### config.mk
export PLATFORM = sky130hd
export DESIGN_NAME = mc_control_unit_flat
export DESIGN_NICKNAME = d
export VERILOG_FILES = /design/src/rtl/mc_ctrl_pkg.sv /design/src/rtl/mc_control_unit_if.sv /design/src/rtl/mc_branch_eval.sv /design/src/rtl/mc_control_unit.sv /design/src/flat_wrapper.sv
export SDC_FILE = /design/constraint.sdc
export NUM_CORES = 1
export LEC_CHECK = 0
export CAP_MARGIN = 40
export CORE_AREA = 2 2 89 91
export DETAILED_ROUTE_END_ITERATION = 8
export DIE_AREA = 0 0 91 93
export SYNTH_ARGS = -nofsm -noshare
export SYNTH_HDL_FRONTEND = slang
export SYNTH_SLANG_ARGS = --single-unit
### constraint.sdc
create_clock -name clk -period 5.45 [get_ports clk]
set_input_delay 0.545 -clock clk [delete_from_list [all_inputs] [get_ports clk]]
set_output_delay 0.545 -clock clk [all_outputs]
set_load 0.01 [all_outputs]
### src/rtl/mc_ctrl_pkg.sv
// mc_ctrl_pkg: shared state, opcode, branch-condition and mux-select encodings for mc_control_unit
package mc_ctrl_pkg;
  typedef logic [2:0] state_t;
  localparam state_t S_RESET_PC = 3'd0;
  localparam state_t S_IDLE     = 3'd1;
  localparam state_t S_FETCH    = 3'd2;
  localparam state_t S_DECODE   = 3'd3;
  localparam state_t S_EXEC     = 3'd4;
  localparam state_t S_MEM      = 3'd5;
  localparam state_t S_WB       = 3'd6;
  localparam state_t S_HALT     = 3'd7;
  localparam logic [4:0] OP_ALU  = 5'b00000;
  localparam logic [4:0] OP_LHI  = 5'b00001;
  localparam logic [4:0] OP_LLI  = 5'b00010;
  localparam logic [4:0] OP_LDRI = 5'b00011;
  localparam logic [4:0] OP_LDRR = 5'b00100;
  localparam logic [4:0] OP_STRI = 5'b00101;
  localparam logic [4:0] OP_STRR = 5'b00110;
  localparam logic [4:0] OP_CMP  = 5'b00110;
  localparam logic [4:0] OP_ADDI = 5'b00111;
  localparam logic [4:0] OP_SUBI = 5'b01000;
  localparam logic [4:0] OP_MOV  = 5'b01011;
  localparam logic [3:0] OP_BR   = 4'b1100;
  localparam logic [4:0] OP_JMP  = 5'b10000;
  localparam logic [4:0] OP_JAL  = 5'b10001;
  localparam logic [4:0] OP_JALR = 5'b10010;
  localparam logic [4:0] OP_JR   = 5'b10011;
  localparam logic [4:0] OP_HLT  = 5'b11100;
  localparam logic [4:0] OP_OUTR = 5'b11100;
  localparam logic [1:0] SUB_STR  = 2'b00;
  localparam logic [1:0] SUB_CMP  = 2'b01;
  localparam logic [1:0] SUB_OUTR = 2'b00;
  localparam logic [1:0] SUB_HLT  = 2'b01;
  localparam logic [3:0] COND_EQ = 4'b0000;
  localparam logic [3:0] COND_NE = 4'b0001;
  localparam logic [3:0] COND_CS = 4'b0010;
  localparam logic [3:0] COND_CC = 4'b0011;
  localparam logic [3:0] COND_AL = 4'b1110;
  localparam logic [1:0] PC_SEL_INC = 2'b00;
  localparam logic [1:0] PC_SEL_JMP = 2'b01;
  localparam logic [1:0] PC_SEL_REG = 2'b10;
  localparam logic [1:0] PC_SEL_CLR = 2'b11;
  localparam logic [1:0] IMM_SEL_LO  = 2'b00;
  localparam logic [1:0] IMM_SEL_LLI = 2'b10;
  localparam logic [1:0] IMM_SEL_LHI = 2'b11;
  localparam logic [1:0] ALU_B_REG = 2'b00;
  localparam logic [1:0] ALU_B_IMM = 2'b01;
  localparam logic [1:0] ALU_B_MOV = 2'b10;
  localparam logic [1:0] ALU_ADD = 2'b00;
  localparam logic [1:0] ALU_SUB = 2'b10;
  localparam logic [1:0] WD_MEM = 2'b00;
  localparam logic [1:0] WD_IMM = 2'b01;
  localparam logic [1:0] WD_ALU = 2'b10;
  localparam logic [1:0] WD_PC  = 2'b11;
endpackage

### src/rtl/mc_control_unit_if.sv
// mc_control_unit_if: decoded instruction fields/flags from the datapath and every datapath control input
interface mc_control_unit_if;
  logic [4:0] Opcode;
  logic [2:0] Rd_Addr;
  logic [1:0] ALU_Op;
  logic Z_Reg, C_Reg;
  logic PC_CE, PC_Add_Src, PC_ALU_Sel, IR_CE, Rd_Reg_CE, ALUOut_Reg_CE, Z_CE, C_CE;
  logic RF_Write_en, MemW_en, Rd_Rm_Sel, Out_R_CE, Mem_Addr_Sel, MemW_Data_Sel;
  logic [1:0] PC_Sel, Imm_Sel, ALU_B_Sel, ALU_Control, RF_Write_Data_Sel;
  modport master (
    input  Opcode, Rd_Addr, ALU_Op, Z_Reg, C_Reg,
    output PC_CE, PC_Add_Src, PC_ALU_Sel, IR_CE, Rd_Reg_CE, ALUOut_Reg_CE, Z_CE, C_CE,
    output RF_Write_en, MemW_en, Rd_Rm_Sel, Out_R_CE, Mem_Addr_Sel, MemW_Data_Sel,
    output PC_Sel, Imm_Sel, ALU_B_Sel, ALU_Control, RF_Write_Data_Sel
  );
  modport slave (
    output Opcode, Rd_Addr, ALU_Op, Z_Reg, C_Reg,
    input  PC_CE, PC_Add_Src, PC_ALU_Sel, IR_CE, Rd_Reg_CE, ALUOut_Reg_CE, Z_CE, C_CE,
    input  RF_Write_en, MemW_en, Rd_Rm_Sel, Out_R_CE, Mem_Addr_Sel, MemW_Data_Sel,
    input  PC_Sel, Imm_Sel, ALU_B_Sel, ALU_Control, RF_Write_Data_Sel
  );
endinterface

### src/rtl/mc_branch_eval.sv
// mc_branch_eval: combinational branch-condition evaluation; unlisted conditions are never taken
module mc_branch_eval
  import mc_ctrl_pkg::*;
(
  input  logic [3:0] i_cond,
  input  logic       i_z,
  input  logic       i_c,
  output logic       o_taken
);
  assign o_taken = i_cond == COND_EQ ? i_z :
                   i_cond == COND_NE ? !i_z :
                   i_cond == COND_CS ? i_c :
                   i_cond == COND_CC ? !i_c :
                   i_cond == COND_AL;
endmodule

### src/rtl/mc_control_unit.sv
// mc_control_unit: multi-cycle control FSM with run/halt control and retired-instruction counter.
// Define SINGLE_STEP_EN to require a Step pulse per instruction.
module mc_control_unit
  import mc_ctrl_pkg::*;
#(
  parameter int unsigned CNT_W    = 32,
  parameter int unsigned RESET_PC = 0
) (
  input  logic             clk,
  input  logic             rst_n,
  input  logic             Run,
  input  logic             Step,
  mc_control_unit_if.master bus,
  output logic             Halted,
  output logic             Busy,
  output logic [CNT_W-1:0] Instr_Count
);
  if (RESET_PC != 0) begin : g_bad_reset_pc
    $error("mc_control_unit: only RESET_PC=0 is supported");
  end
  state_t r_state, w_next, w_after;
  logic [CNT_W-1:0] r_count;
  logic [4:0] w_op;
  logic w_lhi, w_lli, w_alu, w_addi, w_subi, w_cmp, w_mov, w_ldr, w_str, w_br;
  logic w_jmp, w_jal_l, w_jal_r, w_jr, w_outr, w_hlt;
  logic w_alu_cls, w_mem_cls, w_flag_cls, w_taken, w_retire, w_go;
  logic w_rpc, w_fetch, w_dec, w_exec, w_mem, w_wb, w_held;
  assign w_op    = bus.Opcode;
  assign w_lhi   = w_op == OP_LHI;
  assign w_lli   = w_op == OP_LLI;
  assign w_alu   = w_op == OP_ALU;
  assign w_addi  = w_op == OP_ADDI;
  assign w_subi  = w_op == OP_SUBI;
  assign w_cmp   = w_op == OP_CMP && bus.ALU_Op == SUB_CMP;
  assign w_mov   = w_op == OP_MOV;
  assign w_ldr   = w_op == OP_LDRI || w_op == OP_LDRR;
  assign w_str   = w_op == OP_STRI || (w_op == OP_STRR && bus.ALU_Op == SUB_STR);
  assign w_br    = w_op[4:1] == OP_BR;
  assign w_jmp   = w_op == OP_JMP;
  assign w_jal_l = w_op == OP_JAL;
  assign w_jal_r = w_op == OP_JALR;
  assign w_jr    = w_op == OP_JR;
  assign w_outr  = w_op == OP_OUTR && bus.ALU_Op == SUB_OUTR;
  assign w_hlt   = w_op == OP_HLT && bus.ALU_Op == SUB_HLT;
  assign w_alu_cls  = w_alu || w_addi || w_subi || w_mov;
  assign w_flag_cls = w_alu || w_addi || w_subi || w_cmp;
  assign w_mem_cls  = w_ldr || w_str;
  mc_branch_eval u_branch_eval (
    .i_cond  ({w_op[0], bus.Rd_Addr}),
    .i_z     (bus.Z_Reg),
    .i_c     (bus.C_Reg),
    .o_taken (w_taken)
  );
`ifdef SINGLE_STEP_EN
  assign w_go    = Run && Step;
  assign w_after = S_IDLE;
`else
  logic w_unused_step;
  assign w_unused_step = Step;
  assign w_go    = Run;
  assign w_after = Run ? S_FETCH : S_IDLE;
`endif
  always_comb begin
    w_next = r_state;
    case (r_state)
      S_RESET_PC:  w_next = S_IDLE;
      S_IDLE:      w_next = w_go ? S_FETCH : S_IDLE;
      S_FETCH:     w_next = S_DECODE;
      S_DECODE:    w_next = (w_lhi || w_lli) ? S_WB : S_EXEC;
      S_EXEC:      w_next = w_alu_cls ? S_WB : w_mem_cls ? S_MEM : w_hlt ? S_HALT : w_after;
      S_MEM, S_WB: w_next = w_after;
      default:     w_next = S_HALT;
    endcase
  end
  assign w_retire = (r_state == S_EXEC && !w_alu_cls && !w_mem_cls) || r_state == S_MEM || r_state == S_WB;
  always_ff @(posedge clk or negedge rst_n) begin
    if (!rst_n) begin
      r_state <= S_RESET_PC;
      r_count <= '0;
    end else begin
      r_state <= w_next;
      if (w_retire) r_count <= r_count + 1'b1;
    end
  end
  // the reset state still decodes while rst_n is low, so it alone is gated by rst_n
  assign w_rpc   = rst_n && r_state == S_RESET_PC;
  assign w_fetch = r_state == S_FETCH;
  assign w_dec   = r_state == S_DECODE;
  assign w_exec  = r_state == S_EXEC;
  assign w_mem   = r_state == S_MEM;
  assign w_wb    = r_state == S_WB;
  assign w_held  = w_dec || w_exec || w_mem || w_wb;
  assign bus.PC_CE = w_rpc || w_fetch || (w_exec && (w_br ? w_taken : (w_jmp || w_jal_l || w_jal_r || w_jr)));
  assign bus.PC_Add_Src = w_exec && ((w_br && w_taken) || w_jal_l);
  assign bus.PC_Sel = w_rpc ? PC_SEL_CLR :
                      (w_exec && w_jmp) ? PC_SEL_JMP :
                      (w_exec && (w_jr || w_jal_r)) ? PC_SEL_REG : PC_SEL_INC;
  assign bus.PC_ALU_Sel    = w_mem;
  assign bus.IR_CE         = w_fetch;
  assign bus.Rd_Reg_CE     = w_dec;
  assign bus.ALUOut_Reg_CE = w_exec && (w_alu_cls || w_mem_cls);
  assign bus.Z_CE          = w_exec && w_flag_cls;
  assign bus.C_CE          = w_exec && w_flag_cls;
  assign bus.RF_Write_en   = w_wb || (w_mem && w_ldr) || (w_exec && (w_jal_l || w_jal_r));
  assign bus.MemW_en       = w_mem && w_str;
  assign bus.Rd_Rm_Sel     = w_held && (w_mem_cls || w_jal_r || w_outr);
  assign bus.Out_R_CE      = w_exec && w_outr;
  assign bus.Mem_Addr_Sel  = 1'b0;
  assign bus.MemW_Data_Sel = 1'b0;
  assign bus.Imm_Sel = (w_held && w_lhi) ? IMM_SEL_LHI : (w_held && w_lli) ? IMM_SEL_LLI : IMM_SEL_LO;
  assign bus.ALU_B_Sel = !w_exec ? ALU_B_REG :
                         w_mov ? ALU_B_MOV :
                         (w_addi || w_subi || (w_mem_cls && w_op[0])) ? ALU_B_IMM : ALU_B_REG;
  assign bus.ALU_Control = !w_exec ? ALU_ADD : w_alu ? bus.ALU_Op : (w_subi || w_cmp) ? ALU_SUB : ALU_ADD;
  assign bus.RF_Write_Data_Sel = w_wb ? ((w_lhi || w_lli) ? WD_IMM : WD_ALU) :
                                 (w_exec && (w_jal_l || w_jal_r)) ? WD_PC : WD_MEM;
  assign Halted      = r_state == S_HALT;
  assign Busy        = rst_n && r_state != S_IDLE && r_state != S_HALT;
  assign Instr_Count = r_count;
endmodule
### src/flat_wrapper.sv
// flat-port wrapper written by rule: the top's interface ports become plain ports
module mc_control_unit_flat import mc_ctrl_pkg::*;
#(
  parameter int unsigned CNT_W    = 32,
  parameter int unsigned RESET_PC = 0
)
  (clk, rst_n, Run, Step, Halted, Busy, Instr_Count, bus_Opcode, bus_Rd_Addr, bus_ALU_Op, bus_Z_Reg, bus_C_Reg, bus_PC_CE, bus_PC_Add_Src, bus_PC_ALU_Sel, bus_IR_CE, bus_Rd_Reg_CE, bus_ALUOut_Reg_CE, bus_Z_CE, bus_C_CE, bus_RF_Write_en, bus_MemW_en, bus_Rd_Rm_Sel, bus_Out_R_CE, bus_Mem_Addr_Sel, bus_MemW_Data_Sel, bus_PC_Sel, bus_Imm_Sel, bus_ALU_B_Sel, bus_ALU_Control, bus_RF_Write_Data_Sel);
  mc_control_unit_if bus_i ();
  input  logic clk;
  input  logic rst_n;
  input  logic Run;
  input  logic Step;
  output logic Halted;
  output logic Busy;
  output logic [CNT_W-1:0] Instr_Count;
  input wire logic [$bits(bus_i.Opcode)-1:0] bus_Opcode;
  input wire logic [$bits(bus_i.Rd_Addr)-1:0] bus_Rd_Addr;
  input wire logic [$bits(bus_i.ALU_Op)-1:0] bus_ALU_Op;
  input wire logic [$bits(bus_i.Z_Reg)-1:0] bus_Z_Reg;
  input wire logic [$bits(bus_i.C_Reg)-1:0] bus_C_Reg;
  output wire logic [$bits(bus_i.PC_CE)-1:0] bus_PC_CE;
  output wire logic [$bits(bus_i.PC_Add_Src)-1:0] bus_PC_Add_Src;
  output wire logic [$bits(bus_i.PC_ALU_Sel)-1:0] bus_PC_ALU_Sel;
  output wire logic [$bits(bus_i.IR_CE)-1:0] bus_IR_CE;
  output wire logic [$bits(bus_i.Rd_Reg_CE)-1:0] bus_Rd_Reg_CE;
  output wire logic [$bits(bus_i.ALUOut_Reg_CE)-1:0] bus_ALUOut_Reg_CE;
  output wire logic [$bits(bus_i.Z_CE)-1:0] bus_Z_CE;
  output wire logic [$bits(bus_i.C_CE)-1:0] bus_C_CE;
  output wire logic [$bits(bus_i.RF_Write_en)-1:0] bus_RF_Write_en;
  output wire logic [$bits(bus_i.MemW_en)-1:0] bus_MemW_en;
  output wire logic [$bits(bus_i.Rd_Rm_Sel)-1:0] bus_Rd_Rm_Sel;
  output wire logic [$bits(bus_i.Out_R_CE)-1:0] bus_Out_R_CE;
  output wire logic [$bits(bus_i.Mem_Addr_Sel)-1:0] bus_Mem_Addr_Sel;
  output wire logic [$bits(bus_i.MemW_Data_Sel)-1:0] bus_MemW_Data_Sel;
  output wire logic [$bits(bus_i.PC_Sel)-1:0] bus_PC_Sel;
  output wire logic [$bits(bus_i.Imm_Sel)-1:0] bus_Imm_Sel;
  output wire logic [$bits(bus_i.ALU_B_Sel)-1:0] bus_ALU_B_Sel;
  output wire logic [$bits(bus_i.ALU_Control)-1:0] bus_ALU_Control;
  output wire logic [$bits(bus_i.RF_Write_Data_Sel)-1:0] bus_RF_Write_Data_Sel;
  assign bus_i.Opcode = bus_Opcode;
  assign bus_i.Rd_Addr = bus_Rd_Addr;
  assign bus_i.ALU_Op = bus_ALU_Op;
  assign bus_i.Z_Reg = bus_Z_Reg;
  assign bus_i.C_Reg = bus_C_Reg;
  assign bus_PC_CE = bus_i.PC_CE;
  assign bus_PC_Add_Src = bus_i.PC_Add_Src;
  assign bus_PC_ALU_Sel = bus_i.PC_ALU_Sel;
  assign bus_IR_CE = bus_i.IR_CE;
  assign bus_Rd_Reg_CE = bus_i.Rd_Reg_CE;
  assign bus_ALUOut_Reg_CE = bus_i.ALUOut_Reg_CE;
  assign bus_Z_CE = bus_i.Z_CE;
  assign bus_C_CE = bus_i.C_CE;
  assign bus_RF_Write_en = bus_i.RF_Write_en;
  assign bus_MemW_en = bus_i.MemW_en;
  assign bus_Rd_Rm_Sel = bus_i.Rd_Rm_Sel;
  assign bus_Out_R_CE = bus_i.Out_R_CE;
  assign bus_Mem_Addr_Sel = bus_i.Mem_Addr_Sel;
  assign bus_MemW_Data_Sel = bus_i.MemW_Data_Sel;
  assign bus_PC_Sel = bus_i.PC_Sel;
  assign bus_Imm_Sel = bus_i.Imm_Sel;
  assign bus_ALU_B_Sel = bus_i.ALU_B_Sel;
  assign bus_ALU_Control = bus_i.ALU_Control;
  assign bus_RF_Write_Data_Sel = bus_i.RF_Write_Data_Sel;
  mc_control_unit #(.CNT_W(CNT_W), .RESET_PC(RESET_PC)) u_core (.clk(clk), .rst_n(rst_n), .Run(Run), .Step(Step), .bus(bus_i), .Halted(Halted), .Busy(Busy), .Instr_Count(Instr_Count));
endmodule
Yosys cells after proc, flatten, opt, wreduce, memory -nomap -nowiden

Index checks and enable logic that the tools add are counted.

Bits of input ports: 16
Word-level logic and storage cells: 119
Register bits after elaboration: 35
Output and inout port bits: 58

Muxes and demuxes: 25
Eq/ne operators: 29
Add/sub/neg operators: 1
Reductions and logical operators: 62

Operators with widths:

| cell                  | count |
|---|---|
| $add 32x1->32 const B | 1 |
| $mux 2                | 15 |
| $logic_or 1x1->1      | 29 |
| $eq 5x5->1 const B    | 5 |
| $logic_and 1x1->1     | 24 |
| $eq 5x3->1 const B    | 4 |
| $pmux 3 s5            | 1 |
| $eq 3x3->1 const B    | 4 |
| $eq 5x2->1 const B    | 2 |
| $eq 5x4->1 const B    | 2 |
| $mux 3                | 3 |
| $eq 4x2->1 const B    | 2 |
| $eq 4x4->1 const B    | 2 |
| $eq 3x2->1 const B    | 2 |
| $mux 1                | 6 |
| $eq 5x1->1 const B    | 1 |
| $logic_not 5->1       | 1 |
| $eq 4x1->1 const B    | 1 |
| $logic_not 1->1       | 4 |
| $logic_not 4->1       | 1 |
| $eq 3x1->1 const B    | 1 |
| $logic_not 3->1       | 1 |
| $ne 3x1->1 const B    | 1 |
| $ne 3x3->1 const B    | 1 |
| 3 further kinds       | 3 |

Depth between registers and ports, before layout

Gate-level depths: netlist of run 1.

Depth in word-level cells: 9
Gate-level depth with buffers: 7
Depth with buffers taken out: 5

Modules after synthesis

From an unflattened synthesis of run 1, not the netlist that was laid out.

Cell total of the unflattened synthesis: 263
Area, all modules: 2,424.8 um^2

By module, submodules not included:

| module          | cells each | times used | seq. area each (um^2) | area an instance (um^2) |
|---|---|---|---|---|
| mc_control_unit | 259        | 1          | 875.8                 | 2,384.8 |
| mc_branch_eval  | 4          | 1          | 0.0                   | 40.0 |

Worst setup path after synthesis of run 1

No wires, ideal clock.

Path kind: in2out
Start: input bus_Opcode[0]
End: output bus_Z_CE
Data arrival time: 1.672 ns
Path buffers: 3
Stages: 5
Required time: 4.905 ns
Path slack: 3.233 ns
Cells stage by stage: buf_2 -> clkbuf_1 -> or3_1 -> a21oi_1 -> buf_4

Longest elaborated chain between the ends: 5
Elaborated cells between the ends (all ways): 9
Those cells by class: eq/ne: 3; reduce/logical: 6

RTL lines:

| what                                                 | line                                         | text |
|---|---|---|
| start, declared                                      | flat_wrapper.sv:16                           | `input wire logic [$bits(bus_i.Opcode)-1:0] bus_Opcode;` |
| $eq 5x3->1 / $logic_not 5->1 (equally long branches) | mc_control_unit.sv:32, mc_control_unit.sv:31 |  |
| $logic_or 1x1->1 (2 in a row)                        | mc_control_unit.sv:46                        | `assign w_flag_cls = w_alu \|\| w_addi \|\| w_subi \|\| w_cmp;` |
| $logic_or 1x1->1 (*)                                 | mc_control_unit.sv:46                        |  |
| $logic_and 1x1->1 (*)                                | n/a                                          |  |
| end, declared                                        | flat_wrapper.sv:27                           | `output wire logic [$bits(bus_i.Z_CE)-1:0] bus_Z_CE;` |

Mark *: on every way between the ends. The rest lies on a longest branch, timed or not.

Worst setup path after layout of run 1

Start: input bus_Opcode[0]
End: output bus_RF_Write_en

Longest elaborated chain between the ends: 5
Elaborated cells between the ends (all ways): 10
Those cells by class: eq/ne: 4; reduce/logical: 6

RTL lines:

| what                                            | line                   | text |
|---|---|---|
| $eq 5x2->1 / $eq 5x3->1 (equally long branches) | mc_control_unit.sv:36  | `assign w_ldr = w_op == OP_LDRI \|\| w_op == OP_LDRR;` |
| $logic_or 1x1->1                                | mc_control_unit.sv:36  |  |
| $logic_and 1x1->1                               | mc_control_unit.sv:104 | `assign bus.RF_Write_en = w_wb \|\| (w_mem && w_ldr) \|\| (w_exec && (w_jal_l \|\| w_jal_r));` |
| $logic_or 1x1->1                                | mc_control_unit.sv:104 |  |
| $logic_or 1x1->1 (*)                            | mc_control_unit.sv:104 |  |
| end, declared                                   | flat_wrapper.sv:29     | `output wire logic [$bits(bus_i.RF_Write_en)-1:0] bus_RF_Write_en;` |

Marks and branches as above.

==> results of run 1 <==
[worst max-delay path, cell delays in order]
cell and delay (ns):
clkdlybuf4s50_1 0.72, nor2_1 0.41, a21oi_1 0.12, nor4_1 0.25
o21ai_0 0.12, nand2_1 0.10, clkdlybuf4s50_1 0.53
[per-layer routing]
metal / GRT usage / routed length [um]
met1: 0.2062 / 2977
met2: 0.2068 / 2495
met3: 0.03143 / 335
met4: 0.05429 / 94
met5: 0 / 0
[report_power, final]
| group | leakage [nW] | switching, mW | internal (mW) |
|---|---|---|---|
| Clock | 0.0371 | 0.0852 | 0.0851 |
| Sequential | 0.476 | 0.0706 | 0.287 |
| Combinational | 0.762 | 0.187 | 0.169 |
| Total | 1.28 | 0.343 | 0.542 |
[layout by cell type (no fill, tap or decap), drive strengths merged, types with 6 or more instances in the layout]
| master | count |
|---|---|
| nor2 | 18 |
| nand2b | 6 |
| xor2 | 23 |
| nand2 | 28 |
| xnor2 | 12 |
| and3 | 7 |
| nand4 | 10 |
| nand3 | 10 |
| clkdlybuf4s50 | 69 |
| clkbuf | 6 |
| nor3 | 13 |
| nor4 | 13 |
| a21oi | 12 |
| dfrtp | 35 |
| o21ai | 7 |
| nor4b | 6 |
[cell type report]
cell class	instances	area, um^2	area share
Multi-Input combinational cell	202	1306	0.4198
Sequential cell	35	875.8	0.2815
Timing Repair Buffer	71	710.7	0.2284
Tap cell	102	127.6	0.04101
Clock buffer	6	72.57	0.02332
Inverter	5	18.77	0.006031
[through the flow]
step           hold slack, ns  cells  instance area [um^2]  total power [mW]
2_1_floorplan          0.2494    261                  2287            0.5563
3_3_place_gp           0.4613    414                  3024            0.7027
3_5_place_dp           0.4652    414                  3024            0.7040
4_1_cts                0.3840    420                  3097            0.8793
5_1_grt                0.4150    421                  3112            0.9483
6_report               0.3637    421                  3112            0.8846
[flip-flops by register name, summed over array words and instances (netlist names)]
| signal | count |
|---|---|
| u_core.Instr_Count | 32 |
| u_core.r_state | 3 |
[cell families (layout without fill, tap and decap cells)]
family	count (synthesis)	after routing	share of synthesized area
xor gates and xnor gates	35	35	0.1342
DFF	35	35	0.3836
other	1	2	0.001642
muxes	1	1	0.004384
buffers and inverters	24	82	0.04931
and+or+nand+nor	128	128	0.3222
AOI/OAI and AO/OA	35	35	0.09918
adders and majority gates	1	1	0.005479
[path summary, 6_finish.rpt]
kind                       cells past startpoint                   start  slack (ns)                      to
min reg2reg                                    1  u_core.Instr_Count[31]        0.47  u_core.Instr_Count[31]
min in group clk                               1  u_core.Instr_Count[31]        0.47  u_core.Instr_Count[31]
max reg2reg                                    5   u_core.Instr_Count[5]        3.10  u_core.Instr_Count[24]
max in group asynchronous                      1                   rst_n        4.55       u_core.r_state[2]
min                                            1                   rst_n        0.36  u_core.Instr_Count[31]
max                                            7           bus_Opcode[0]        2.11         bus_RF_Write_en
==> results by group, run 1 <==
Yosys
  – Synthesized flop and latch total: 35
  – Synth Area per Inst: roughly 8.8 um^2
  – Most used DFF post-synth: dfrtp_1
  – Count leader, synth: dfrtp_1
  – Post-synth top cells: dfrtp_1, nand2_1, xor2_1
  – Post-synthesis sequential area ratio: 0.3836
  – Synth top area cells: dfrtp_1, xor2_1, nand2_1, xnor2_1, nor2_1
  – Number of synthesized flops with an enable pin: 0
  – Mapped Cells: 260
  – Asr flop ratio synth: 1.000
  – Share of the synthesized area in the top cell type: 0.3836
  – Largest area contributor in the netlist: dfrtp_1
  – Cell area after synthesis: 0.002283 mm^2
  – Synth Warn #: 0
  – Unique masters post-synth: between 40 and 50

Power
  – Max VDD drop: roughly 0.15 mV
  – Pleak: between 1 and 1.5 nW
  – Cell area power density: around 280 mW/mm^2

Critical path
  – Crit path arrival time: about 2.8 ns
  – CP max FO: 18
  – CP Capture Type: output pin
  – Worst setup SP type: primary input
  – Setup Crit Path Kind: in -> out
  – WP data required: about 5 ns

Clock network
  – Bufs on Longest Clock Path: 2
  – Clock latency on the worst-skew pair: ~0.28 ns
  – Post-CTS Setup Inserts: 0
  – Hold_buf cts: 0
  – Post-CTS sizing: 0
  – Root Driver: clkbuf_8
  – Clock transition at path regs: about 0.070 ns
  – CTS tree: built
  – Clk sinks: 35
  – H-tree depth: 2
  – Total CTS buffers: 5

Floorplanning
  – Die Ht: about 93 um
  – Core area: approximately 0.0075 mm^2
  – Die ar.: 0.008463 mm^2
  – Starting Density: 0.3034
  – Row cnt: 32
  – Die width: roughly 90 um
  – Top Ports: 74

Finish
  – Share of cells above drive strength 1: 0.05643
  – Ant diodes: 0
  – Post-layout util: 0.4134
  – Synth-to-Final Area Change: 36.27%
  – # fillers: slightly below 800
  – Fin nets: around 340

Detailed routing
  – Drt wl/cell: 14.02 um
  – Iter 0 DRT Violations: between 70 and 80
  – DRT Pass-1 Iters: 4
  – Mean number of vias per cell: approximately 5.0
  – Drt total wl: 5902 um
  – DRC violations left: 0
  – Vias: around 2,100
  – Remaining antenna violation count: 0

Place
  – Final HPWL DP: approximately 4200 um
  – Place WS: ~2.1 ns
  – Final Wtd Congestion: roughly 0.76
  – PortBufs: 70

STA
  – Final Max Tran Viols: 0
  – Worst Tran Pin Value: between 0.8 and 0.9 ns
  – Slew margin rel.: 0.4361
  – Period Utilization, post-route: 0.6126
  – Post-route minimum period: 3.339 ns
  – Max frequency: around 0.3 GHz
  – Clock Skew: approximately 0.0051 ns
  – Hold Vio Cnt, Final: 0
  – Post-route setup TNS: 0 ns
  – RSZ-0062 raised after global routing: false
  – # setup viols final: 0
  – Worst Setup Slack, final: approximately 2.1 ns

Global routing
  – Initial antenna violation count: 0
  – All-Layer GR Usage: 0.1424
  – Vias in the first global route: between 1,500 and 2,000
  – First-pass GRT wire length: around 10000 um
  – Largest net degree at the start of global routing: 38
  – Remaining Overflow, GRT: 0

Run
  – Max-cap violations: 0

Run status
  – Status: finished, final reports clean

Worst hold path
  – Worst Hold Class: in -> async
(Power assumes the default switching activity.)
==> inputs of run 2 (changes only) <==
Clock period 5.45 ns to 3.5 ns, I/O delays scaled along.
==> run 2 against run 1 <==
Net effect: clock skew rose by 0.0019 ns; count of clock-buffer cells in the layout unchanged; via count rose by 2.1%; wire length rose by 1.6%; flip-flop and latch count is the same; die area stayed put; design area increased by 1.4%; critical path depth down 1; sequential power is 55% higher.
==> results by group, run 2 (same netlist as run 1, synthesis figures left out) <==
Detailed routing
  – DRC violations left: 0 (unchanged)
  – Vias: 2,152 (was 2,107)
  – DRT Pass-1 Iters: 4 (unchanged)
  – Mean number of vias per cell: 5.028 (was 5.005)
  – Drt total wl: 5994 um (was 5902 um)
  – Iter 0 DRT Violations: 101 (was 73)
  – Remaining antenna violation count: 0 (unchanged)
  – Drt wl/cell: 14.00 um (was 14.02 um)

STA
  – Worst Setup Slack, final: 0.4773 ns (was 2.111 ns)
  – Post-route minimum period: 3.023 ns
  – Post-route setup TNS: 0 ns (unchanged)
  – Clock Skew: 0.006996 ns (was 0.005057 ns)
  – Slew margin rel.: 0.6663 (was 0.4361)
  – Max frequency: ~0.33 GHz
  – Worst Tran Pin Value: 0.4960 ns (was 0.8459 ns)
  – Fin Hold WS: 0.1133 ns (was 0.3637 ns)
  – RSZ-0062 raised after global routing: false (unchanged)
  – Final Max Tran Viols: 0 (unchanged)
  – # setup viols final: 0 (unchanged)
  – Period Utilization, post-route: 0.8636
  – Hold Vio Cnt, Final: 0 (unchanged)

Clock network
  – CTS tree: built (unchanged)
  – Post-CTS sizing: 0 (unchanged)
  – Hold_buf cts: 0 (unchanged)
  – Total CTS buffers: 5 (unchanged)
  – Clock transition at path regs: 0.08 ns (was 0.07 ns)
  – Clk sinks: 35 (unchanged)
  – Clock latency on the worst-skew pair: 0.30 ns (was 0.28 ns)
  – Bufs on Longest Clock Path: 2 (unchanged)
  – Root Driver: clkbuf_8 (unchanged)
  – Post-CTS Setup Inserts: 0 (unchanged)
  – H-tree depth: 2 (unchanged)

Place
  – Place WS: 0.6609 ns (was 2.074 ns)
  – Final HPWL DP: 4339 um (was 4212 um)
  – Post-Place Cells: 420 (was 414)
  – PortBufs: 70 (unchanged)
  – Final Wtd Congestion: 0.7944 (was 0.7618)
  – DP Area: 0.003069 mm^2 (was 0.003024 mm^2)

Finish
  – Layout Cells excl Fill: 428 (was 421)
  – Post-layout util: 0.4190 (was 0.4134)
  – Most common cell after layout, fill and taps aside: clkdlybuf4s50_1 (unchanged)
  – Max reg flops: 32 (unchanged)
  – Finished Cell Area: 0.003154 mm^2 (was 0.003112 mm^2)
  – Ant diodes: 0 (unchanged)
  – Share of cells above drive strength 1: 0.07669 (was 0.05643)
  – Fin nets: 342 (was 337)
  – Synth-to-Final Area Change: 38.14% (was 36.27%)
  – Most frequent cells in the layout: clkdlybuf4s50_1, dfrtp_1, nand2_1 (unchanged)

Power
  – Pleak: 1.300 nW (was 1.275 nW)
  – Power Total: 1.403 mW (was 0.8846 mW)
  – Psw: 0.5558 mW (was 0.3430 mW)
  – Pint: 0.8477 mW (was 0.5415 mW)
  – Sequential Power Share: 0.395 (was 0.404)
  – Sw frac: 0.3960 (was 0.3878)
  – Cell area power density: 444.9 mW/mm^2 (was 284.3 mW/mm^2)
  – Clock power frac: 0.212 (was 0.192)
  – Combinational cell fraction of total power: 0.393 (was 0.403)
  – Max VDD drop: 0.2368 mV (was 0.1517 mV)

Critical path
  – CP Capture Type: output pin (unchanged)
  – Crit-path slowest cell: dfrtp_1 (was clkdlybuf4s50_1)
  – Setup Crit Path Kind: reg -> out (was in -> out)
  – WP data required: 3.15 ns (was 4.91 ns)
  – Worst setup SP type: flop (was primary input)
  – Crit path arrival time: 2.67 ns (was 2.79 ns)
  – Crit-path cells: nand2b_1 > nand2b_1 > nor4_1 > nand2_1 > a21oi_1 > clkdlybuf4s50_1 (was clkdlybuf4s50_1 > nor2_1 > a21oi_1 > nor4_1 > o21ai_0 > nand2_1 > clkdlybuf4s50_1)
  – CP max FO: 16 (was 18)
  – Most used cell, CP: nand2b_1 (was clkdlybuf4s50_1)
  – CP max stage delay: 0.63 ns (was 0.72 ns)

Run
  – Max-cap violations: 0 (unchanged)

Worst hold path
  – Worst Hold Class: in -> async (unchanged)

Global routing
  – Largest net degree at the start of global routing: 36 (was 38)
  – All-Layer GR Usage: 0.1440 (was 0.1424)
  – Initial antenna violation count: 0 (unchanged)
  – First-pass GRT wire length: 9963 um (was 9867 um)
  – Remaining Overflow, GRT: 0 (unchanged)
  – Vias in the first global route: 2,043 (was 1,985)

Floorplanning
  – Top Ports: 74 (unchanged)
  – Starting Density: 0.3034 (unchanged)
  – Die width: 91 um (unchanged)
  – Core area: 0.007527 mm^2 (unchanged)
  – Die Ht: 93 um (unchanged)
  – Row cnt: 32 (unchanged)
  – Die ar.: 0.008463 mm^2 (unchanged)

Run status
  – Status: finished, final reports clean (unchanged)
[run 2: power by group through the flow]
stage          logic [mW]  clock network (mW)  registers, mW
6_report            0.551               0.298          0.554
5_1_grt             0.610               0.322          0.568
4_1_cts             0.553               0.304          0.555
3_5_place_dp        0.551                   0          0.562
3_3_place_gp        0.550                   0          0.560
2_1_floorplan       0.359                   0          0.507
[run 2: final timing paths]
path | start | endpoint | slack (ns) | depth (start not counted)
max in group asynchronous | rst_n | u_core.Instr_Count[20] | 3.07 | 2
min in group clk | u_core.Instr_Count[31] | u_core.Instr_Count[31] | 0.48 | 1
setup / recovery | u_core.r_state[2] | bus_RF_Write_Data_Sel[1] | 0.48 | 6
setup reg to reg | u_core.Instr_Count[4] | u_core.Instr_Count[24] | 1.20 | 5
hold / removal | rst_n | u_core.Instr_Count[26] | 0.11 | 2
hold reg to reg | u_core.Instr_Count[31] | u_core.Instr_Count[31] | 0.48 | 1
[run 2: per-layer routing]
layer	track usage	share of wire
met3	0.04351	0.073
met4	0.04167	0.012
met1	0.1999	0.47
met5	0	0
met2	0.2173	0.44
[run 2: worst max-delay path, delay by kind of cell, from the launching register on]
family,cells,cell delay (ns)
flops,1,0.63
simple gates,4,1.02
buf+inv,1,0.55
compound gates,1,0.17
[run 2: area by class of cell]
class	count	area, um^2
timing repair buffer	76	740.7
clock inverter	2	12.51
clock buffer	6	72.57
inverter	5	18.77
multi-input combinational	202	1306
sequential	35	875.8
tap	102	127.6
fill	782	4373
